==> config.mk <==
export PLATFORM = sky130hd
export DESIGN_NAME = mem_io_bridge
export DESIGN_NICKNAME = d
export VERILOG_FILES = /design/src/rtl/mem_io_bridge.sv
export SDC_FILE = /design/constraint.sdc
export NUM_CORES = 1
export LEC_CHECK = 0
export ABC_AREA = 1
export CAP_MARGIN = 20
export CORE_MARGIN = 4
export CORE_UTILIZATION = 40
export DETAILED_ROUTE_END_ITERATION = 8
export GPL_TIMING_DRIVEN = 0
export PLACE_DENSITY = 0.66
export SKIP_LAST_GASP = 1
export SYNTH_ARGS = -nofsm -noshare
export SYNTH_HDL_FRONTEND = slang
export SYNTH_SLANG_ARGS = --single-unit
==> constraint.sdc <==
create_clock -name clk -period 2.06 [get_ports clk]
set_input_delay 0.309 -clock clk [delete_from_list [all_inputs] [get_ports clk]]
set_output_delay 0.309 -clock clk [all_outputs]
set_load 0.01 [all_outputs]
==> src/rtl/mem_io_bridge.sv <==
// -----------------------------------------------------------------------------
// mem_io_bridge
// Sits between the SimpleCPU memory port and the block RAM. Every CPU access is
// decoded by address: addresses below IO_BASE go straight to RAM, and addresses
// from IO_BASE upward form a small memory-mapped I/O page.
//
// The I/O page (offset from IO_BASE) contains:
//   +0 OUT   write pushes a word into the output FIFO (reads as 0)
//   +1 STAT  {26'b0, ovf, full, empty, count[2:0]}; writing bit0=1 clears ovf
//   +2 TIMER free-running 32-bit counter, loadable by a write
//   +3 GPIO  gpio_in after a two-flop synchroniser (read only)
//   other offsets read 0 and ignore writes
//
// Read data reaches the CPU one cycle after the address, which matches the
// RAM's own latency, so the CPU state machine does not need to change.
//
// Ports
//   clk        in   1     clock, all state updates on the rising edge
//   rst_n      in   1     asynchronous active-low reset
//   cpu_wrEn   in   1     CPU write strobe
//   cpu_addr   in   SIZE  CPU address
//   cpu_wdata  in   32    CPU write data
//   cpu_rdata  out  32    read data, valid the cycle after cpu_addr
//   ram_wrEn   out  1     RAM write strobe (RAM-window writes only)
//   ram_addr   out  SIZE  RAM address (pass-through)
//   ram_wdata  out  32    RAM write data (pass-through)
//   ram_rdata  in   32    RAM synchronous read data
//   out_valid  out  1     output FIFO head valid
//   out_data   out  32    output FIFO head word
//   out_ready  in   1     consumer accepts the head word
//   gpio_in    in   IN_W  asynchronous external input
// -----------------------------------------------------------------------------
module mem_io_bridge #(
    parameter int          SIZE       = 10,
    parameter int unsigned IO_BASE    = 32'h3F8,
    parameter int          FIFO_DEPTH = 4,
    parameter int          IN_W       = 16
) (
    input  logic            clk,
    input  logic            rst_n,
    input  logic            cpu_wrEn,
    input  logic [SIZE-1:0] cpu_addr,
    input  logic [31:0]     cpu_wdata,
    output logic [31:0]     cpu_rdata,
    output logic            ram_wrEn,
    output logic [SIZE-1:0] ram_addr,
    output logic [31:0]     ram_wdata,
    input  logic [31:0]     ram_rdata,
    output logic            out_valid,
    output logic [31:0]     out_data,
    input  logic            out_ready,
    input  logic [IN_W-1:0] gpio_in
);

    localparam int PW = $clog2(FIFO_DEPTH);
    localparam int CW = $clog2(FIFO_DEPTH + 1);

    // ---------------------------------------------------------------- decode
    logic        is_io;
    logic [31:0] io_off;
    logic        wr_out;
    logic        wr_stat;
    logic        wr_timer;

    always_comb begin
        is_io    = (32'(cpu_addr) >= IO_BASE);
        io_off   = 32'(cpu_addr) - IO_BASE;
        wr_out   = cpu_wrEn && is_io && (io_off == 32'd0);
        wr_stat  = cpu_wrEn && is_io && (io_off == 32'd1);
        wr_timer = cpu_wrEn && is_io && (io_off == 32'd2);
    end

    // RAM path is a pure pass-through apart from masking I/O-window writes.
    assign ram_addr  = cpu_addr;
    assign ram_wdata = cpu_wdata;
    assign ram_wrEn  = cpu_wrEn && !is_io;

    // ---------------------------------------------------------------- FIFO
    logic [31:0]   fifo_mem_q [FIFO_DEPTH];
    logic [PW-1:0] wr_ptr_q, wr_ptr_d;
    logic [PW-1:0] rd_ptr_q, rd_ptr_d;
    logic [CW-1:0] count_q, count_d;
    logic          ovf_q, ovf_d;
    logic          full;
    logic          empty;
    logic          push_ok;
    logic          pop;

    always_comb begin
        full    = (count_q == CW'(FIFO_DEPTH));
        empty   = (count_q == '0);
        // Acceptance uses the pre-edge count: a pop in the same cycle does not
        // free a slot for a push arriving while full.
        push_ok = wr_out && !full;
        pop     = !empty && out_ready;

        wr_ptr_d = push_ok ? wr_ptr_q + 1'b1 : wr_ptr_q;
        rd_ptr_d = pop     ? rd_ptr_q + 1'b1 : rd_ptr_q;

        count_d = count_q;
        if (push_ok && !pop) begin
            count_d = count_q + 1'b1;
        end else if (!push_ok && pop) begin
            count_d = count_q - 1'b1;
        end

        // Overflow set takes priority over a clear in the same cycle.
        ovf_d = ovf_q;
        if (wr_stat && cpu_wdata[0]) begin
            ovf_d = 1'b0;
        end
        if (wr_out && full) begin
            ovf_d = 1'b1;
        end
    end

    generate
        for (genvar gi = 0; gi < FIFO_DEPTH; gi++) begin : g_fifo_word
            always_ff @(posedge clk or negedge rst_n) begin
                if (!rst_n) begin
                    fifo_mem_q[gi] <= '0;
                end else if (push_ok && (wr_ptr_q == PW'(gi))) begin
                    fifo_mem_q[gi] <= cpu_wdata;
                end
            end
        end
    endgenerate

    always_ff @(posedge clk or negedge rst_n) begin
        if (!rst_n) begin
            wr_ptr_q <= '0;
            rd_ptr_q <= '0;
            count_q  <= '0;
            ovf_q    <= 1'b0;
        end else begin
            wr_ptr_q <= wr_ptr_d;
            rd_ptr_q <= rd_ptr_d;
            count_q  <= count_d;
            ovf_q    <= ovf_d;
        end
    end

    assign out_valid = !empty;
    assign out_data  = fifo_mem_q[rd_ptr_q];

    // ---------------------------------------------------------------- timer
    logic [31:0] timer_q, timer_d;

    always_comb begin
        timer_d = wr_timer ? cpu_wdata : timer_q + 32'd1;
    end

    always_ff @(posedge clk or negedge rst_n) begin
        if (!rst_n) begin
            timer_q <= '0;
        end else begin
            timer_q <= timer_d;
        end
    end

    // ---------------------------------------------------------------- GPIO sync
    logic [IN_W-1:0] sync1_q;
    logic [IN_W-1:0] sync2_q;

    always_ff @(posedge clk or negedge rst_n) begin
        if (!rst_n) begin
            sync1_q <= '0;
            sync2_q <= '0;
        end else begin
            sync1_q <= gpio_in;
            sync2_q <= sync1_q;
        end
    end

    // ---------------------------------------------------------------- read path
    logic [31:0] count_ext;
    logic [2:0]  stat_cnt;
    logic [31:0] io_rd;
    logic [31:0] io_q;
    logic        sel_io_q;

    always_comb begin
        count_ext = 32'(count_q);
        // Status field is only 3 bits wide; deeper FIFOs saturate at 7.
        stat_cnt  = (count_ext > 32'd7) ? 3'd7 : count_ext[2:0];

        io_rd = '0;
        if (is_io) begin
            case (io_off)
                32'd1:   io_rd = {26'b0, ovf_q, full, empty, stat_cnt};
                32'd2:   io_rd = timer_q;
                32'd3:   io_rd = 32'(sync2_q);
                default: io_rd = '0;
            endcase
        end
    end

    // Reset selects the (cleared) I/O register so the CPU sees 0, not
    // whatever the RAM happens to present.
    always_ff @(posedge clk or negedge rst_n) begin
        if (!rst_n) begin
            sel_io_q <= 1'b1;
            io_q     <= '0;
        end else begin
            sel_io_q <= is_io;
            io_q     <= io_rd;
        end
    end

    assign cpu_rdata = sel_io_q ? io_q : ram_rdata;

endmodule
# After elaboration in Yosys (flattened, before gate mapping)
# Index checks and enable logic that the tools add are counted.
dict set report word_totals {
  wordCells 65
  register_bits 233
  inputBits 94
  out_inout_bits 108
}
dict set report op_classes {
  n_mux 11
  n_reduce_logical 25
  bitwise_logic 1
  eq_ne 7
  order_cmp 2
  add_sub_neg 6
}
# cell n
set ops {}
lappend ops {{32-bit two-way mux} 5}
lappend ops {{32-bit one-hot mux with 3 select lines} 1}
lappend ops {{32-bit binary-select mux with 2-bit select} 1}
lappend ops {{32-bit by 2-bit == test with 1-bit output (second input constant)} 2}
lappend ops {{32-bit by 1-bit adder with 32-bit output (second input constant)} 1}
lappend ops {{32-bit by 1-bit == test with 1-bit output (second input constant)} 1}
lappend ops {{32-bit zero test} 1}
lappend ops {{1-bit logical AND} 15}
lappend ops {{10-bit by 10-bit subtractor with 11-bit output (second input constant)} 1}
lappend ops {{10-bit greater-or-equal comparator (second input constant)} 1}
lappend ops {{3-bit two-way mux} 2}
lappend ops {{1-bit zero test} 5}
lappend ops {{2-bit by 1-bit adder with 2-bit output (second input constant)} 2}
lappend ops {{2-bit == test (second input constant)} 2}
lappend ops {{2-bit nonzero test} 2}
lappend ops {{3-bit by 1-bit adder with 3-bit output (second input constant)} 1}
lappend ops {{3-bit == test (second input constant)} 1}
lappend ops {{3-bit greater-or-equal comparator (second input constant)} 1}
lappend ops {{3-bit zero test} 1}
lappend ops {{2-bit NOT with 3-bit output} 1}
lappend ops {{3-bit by 1-bit subtractor with 3-bit output (second input constant)} 1}
lappend ops {{2-bit by 1-bit == test with 1-bit output (second input constant)} 1}
lappend ops {{2-bit zero test} 1}
lappend ops {{1-bit two-way mux} 2}

# Logic depth before layout (Yosys ltp)
dict set report logic_depth {
  word_depth 8
  ltp_mapped 16
  ltp_nobuf 15
}

# Worst setup path before layout
# Ideal clock, no wire load.
dict set report synth_path {
  kind {input port to flip-flop}
  from {in cpu_addr[3]}
  to {reg count_q[2]}
  t_arrival_ps 2375
  path_stages 15
  setup_slack_ps -446
  setup_ps 131
  t_required_ps 1929
  path_buffers 1
  cell_sequence {ha_1 -> inv_1 -> nand2_1 -> a21oi_1 -> nand3_2 -> nor2_4 -> buf_4 -> nand2_1 -> inv_1 -> ha_1 -> inv_1 -> fa_1 -> a21oi_1 -> o21ai_0 -> xor2_1}
}
dict set report synth_via {
  elab_chain_cells 7
  elab_cells_between_ends 11
  classes_between {add/sub (1); order compare (1); mux (1); reduce/logical (8)}
}
# element line_no
set synth_rtl {}
lappend synth_rtl {{start, declared} 42} ;# input logic [SIZE-1:0] cpu_addr,
lappend synth_rtl {{10-bit by 10-bit subtractor with 11-bit output / 10-bit greater-or-equal comparator (equally long branches)} {67, 66}}
lappend synth_rtl {{32-bit zero test / 1-bit logical AND (equally long branches)} 68} ;# wr_out = cpu_wrEn && is_io && (io_off == 32'd0);
lappend synth_rtl {{1-bit logical AND (*)} 68}
lappend synth_rtl {{1-bit logical AND (*)} 94} ;# push_ok = wr_out && !full;
lappend synth_rtl {{net push_ok} 86} ;# logic push_ok;
lappend synth_rtl {{1-bit zero test} 103} ;# end else if (!push_ok && pop) begin
lappend synth_rtl {{1-bit logical AND} 103}
lappend synth_rtl {{2-bit nonzero test (no line)} n/a}
lappend synth_rtl {{end signal, assigned} 138} ;# count_q <= count_d;
lappend synth_rtl {{end, declared} 82} ;# logic [CW-1:0] count_q, count_d;
# The timed path passes the listed nets; every way through them passes the cells marked *.
# A chain may end at the register's enable or synchronous reset.

# Worst setup path after layout
dict set report layout_path {
  from {reg rd_ptr_q[0]}
  to {out out_data[28]}
}
dict set report layout_via {
  elab_chain_cells 4
}
# element line_no
set layout_rtl {}
lappend layout_rtl {{start, declared} 81} ;# logic [PW-1:0] rd_ptr_q, rd_ptr_d;
lappend layout_rtl {{start signal, assigned} 137} ;# rd_ptr_q <= rd_ptr_d;
lappend layout_rtl {{2-bit NOT with 3-bit output (implied by the code)} 144} ;# assign out_data = fifo_mem_q[rd_ptr_q];
lappend layout_rtl {{32-bit binary-select mux with 2-bit select} 144}
lappend layout_rtl {{32-bit two-way mux (implied by the code) (2 in a row)} 144}
lappend layout_rtl {{end, declared} 50} ;# output logic [31:0] out_data,
# No other way between the ends. The select of a mux whose other input is x is not followed.

==> results.json <==
{
  "grt_pass1_vias": 11200,
  "power.internal_uw": 10000,
  "worst_slew_pin_slew_ns": 0.898,
  "cts_root_buffer": "clkbuf_16",
  "rows": 62,
  "dr.pass1.iters": 7,
  "cts.sinks": 233,
  "cp-start-kind": "flop",
  "pwr-share-seq_pct": 31.8,
  "numCtsBuffers": 26,
  "h-tree-depth": 1,
  "slowest_stage": "dfrtp_1",
  "synth_warnings": 0,
  "p_clk_share_pct": 33.2,
  "worst_ep_required_time_ns": 1.75,
  "post-route-period-util_pct": 109,
  "ys_types": 27,
  "maxSlewViolCount": 0,
  "boundaryPins": 202,
  "path_cells": "buf_8 > inv_8 > clkbuf_16 > clkbuf_16 > nor2_1 > o22ai_2 > buf_2",
  "outcome": "finished, violations left",
  "synth_compound_area_share_pct": 5.35,
  "clockBufferDepth": 3,
  "grt_max_degree": 127,
  "fin_worst_skew_ns": 0.00882,
  "switchingPower_uw": 5020,
  "max_slew_margin_pct": 40.1,
  "synthXorXnorAreaFrac_pct": 1.36,
  "cpPeakStageDelay_ns": 0.44,
  "rsz0062_at_grt": "yes",
  "port_buffers": 201,
  "die_area_um2": 31800,
  "power_density_nw_per_um2": 936,
  "fmax_mhz": 445,
  "endpoint_kind": "primary output",
  "crit_top_cell": "clkbuf_16",
  "grt-ovfl-total": 0,
  "clkTransAtPathRegs_ns": 0.06,
  "grt_pass1_wl_um": 61700,
  "drtIter0Drc": 904,
  "leakagePower_uw": 0.00792,
  "crit_type": "reg -> out",
  "vias": 11300,
  "ys_seq_elements": 233,
  "peakVddDrop_v": 0.000634,
  "switching_share_pct": 33.4,
  "initial_core_util_pct": 40.5,
  "viasPerCell": 5.42,
  "syn_area_um2": 11600,
  "antenna_found_initial": 0,
  "fin_tns_setup_ns": -6.93,
  "grt.total_usage_pct": 24.6,
  "violations": "setup timing",
  "hold_violations": 0,
  "synth_top_family_by_area": "simple AND/OR/NAND/NOR gates",
  "drive_above_1_share_pct": 21.6,
  "hp-class": "in -> reg",
  "drc": 0,
  "core_area_um2": 28600,
  "post-place-ws_ns": -1.30,
  "setup_ws_ns": -0.189,
  "muxShareOfSynthArea_pct": 3.21,
  "avgRoutedWirePerCell_um": 19.1,
  "area_delta_synth_final_pct": 38.7,
  "wl_um": 39900,
  "min_period_ns": 2.25,
  "synth_adder_area_share_pct": 0.928,
  "seq_area_frac_synth_pct": 50.3,
  "avgSynthCellArea_um2": 8.23,
  "yosys.area_share.simple_pct": 30.7,
  "p_comb_share_pct": 35.1,
  "crit_fanout": 8,
  "hpwl_um": 27400,
  "die_x_um": 178,
  "drtAntennaViolNets": 0,
  "setup_viol": 64,
  "arrival_ns": 1.94,
  "diodes": 0,
  "finalWeightedCongestion": 0.901,
  "cts_tree": "done",
  "clk_latency_ns": 0.53,
  "fin_nets": 1783,
  "maxCapViolations": 0,
  "fin_hold_ws_ns": 0.218,
  "synth_nets": 1510,
  "synthCells": 1408,
  "die_y_um": 178
}
==> synth_stat cells (all sizes together) <==
library cell  number  area [µm²]
dfrtp            232        5810
mux2              33         372
xnor2              3        26.3
nand3b             3        22.5
xor2              15         131
nand4            143         895
o22ai             32         200
nor3              27         140
nand3             65         335
buf               67         465
dfstp              1        26.3
and3               1        6.26
o21ai             81         405
nor2             121         484
inv               63         236
nand2            444        1670
fa                 1        20.0
a21oi              3        15.0
clkbuf            66         248
ha                 7        87.6
==> final cells by class <==
cell class	instances	area (µm²)
clock buffers	34	752
multi-input cells	979	5300
inverters	63	249
flip-flops and latches	233	5840
fillers	2529	12500
repair buffers	246	2350
clock inverters	14	180
well taps	384	480
plain buffers	132	928
==> cell families after synthesis <==
kind of cell    count (synthesis)
simple gates                  804
flops                         233
buf+inv                       196
compound gates                116
mux                            33
xor+xnor                       18
fa+ha+maj                       8
==> registers in the layout, indices dropped and copies added, names as in the netlist <==
signal and cells:
ovf_q 1, timer_q 32, sync2_q 16, io_q 32, sel_io_q 1, rd_ptr_q 2
fifo_mem_q 128, wr_ptr_q 2, sync1_q 16, count_q 3
==> metrics by stage <==
stage               util [%]  power, µW  cell area, µm²  instances
detailed placement      49.5       9000           14200       1994
finish                  56.2      15000           16100       2085
global placement        49.4       8990           14100       1993
floorplan                  -       6780           11700       1408
CTS                     55.5      14800           15900       2072
global route            56.2      15600           16100       2085
==> repair_timing <==
| item | CTS | global route |
|---|---|---|
| endpoints found under the hold margin | 107 | 0 |
| pin swaps | 38 | 13 |
| hold buffers | 1 | 0 |
| setup endpoints to repair | 233 | 99 |
| gates cloned | 10 | 0 |
| buffers inserted | 20 | 14 |
| resized for setup | 502 | 55 |
==> layer usage <==
| metal | up-vias | share of wire, % | track usage, % |
|---|---|---|---|
| met5 | - | 0 | 0 |
| met4 | 0 | 3.3 | 8.67 |
| met3 | 102 | 6.5 | 3.14 |
| met2 | 504 | 49 | 41.2 |
| met1 | 5484 | 42 | 33.0 |
| li1 | 5217 | - | - |
==> power groups by stage <==
stage               Sequential (µW)  Clock [µW]  Combinational [µW]
finish                         4780        4990                5270
global route                   4790        5230                5620
CTS                            4780        5040                4950
detailed placement             4840           0                4170
global placement               4840           0                4150
floorplan                      4800           0                1980
==> worst max-delay path, delay by kind of cell (launching register included) <==
family,cells,cell delay (ns)
flops,1,0.44
buf+inv,5,0.71
simple gates,1,0.05
compound gates,1,0.20
==> final timing paths <==
path / cells past startpoint / from / endpoint / slack (ns)
worst min-delay path: 1 / gpio_in[7] / sync1_q[7] / 0.22
worst max register to register: 9 / count_q[0] / count_q[1] / 0.05
worst max-delay path: 7 / rd_ptr_q[0] / out_data[28] / -0.19
min in group asynchronous: 2 / rst_n / fifo_mem_q[8] / 0.44
max in group asynchronous: 3 / rst_n / count_q[2] / 0.49
worst min register to register: 0 / sync1_q[14] / sync2_q[14] / 0.35
==> layout by cell type, fill, tap and decap left out, drive strengths merged <==
master	instances
a21oi	3
clkdlybuf4s50	111
clkinv	9
nand3b	3
xnor2	3
inv	63
clkdlybuf4s15	2
mux2	33
dlygate4sd3	1
xor2	15
dlymetal6s2s	4
fa	1
dfstp	1
clkbuf	104
buf	175
bufinv	4
nor2	121
o21ai	81
clkinvlp	1
nand4	143
ha	7
nand2	444
dlygate4sd2	15
nand3	65
o22ai	32
and3	1
nor3	27
dfrtp	232
(Power assumes the default switching activity.)
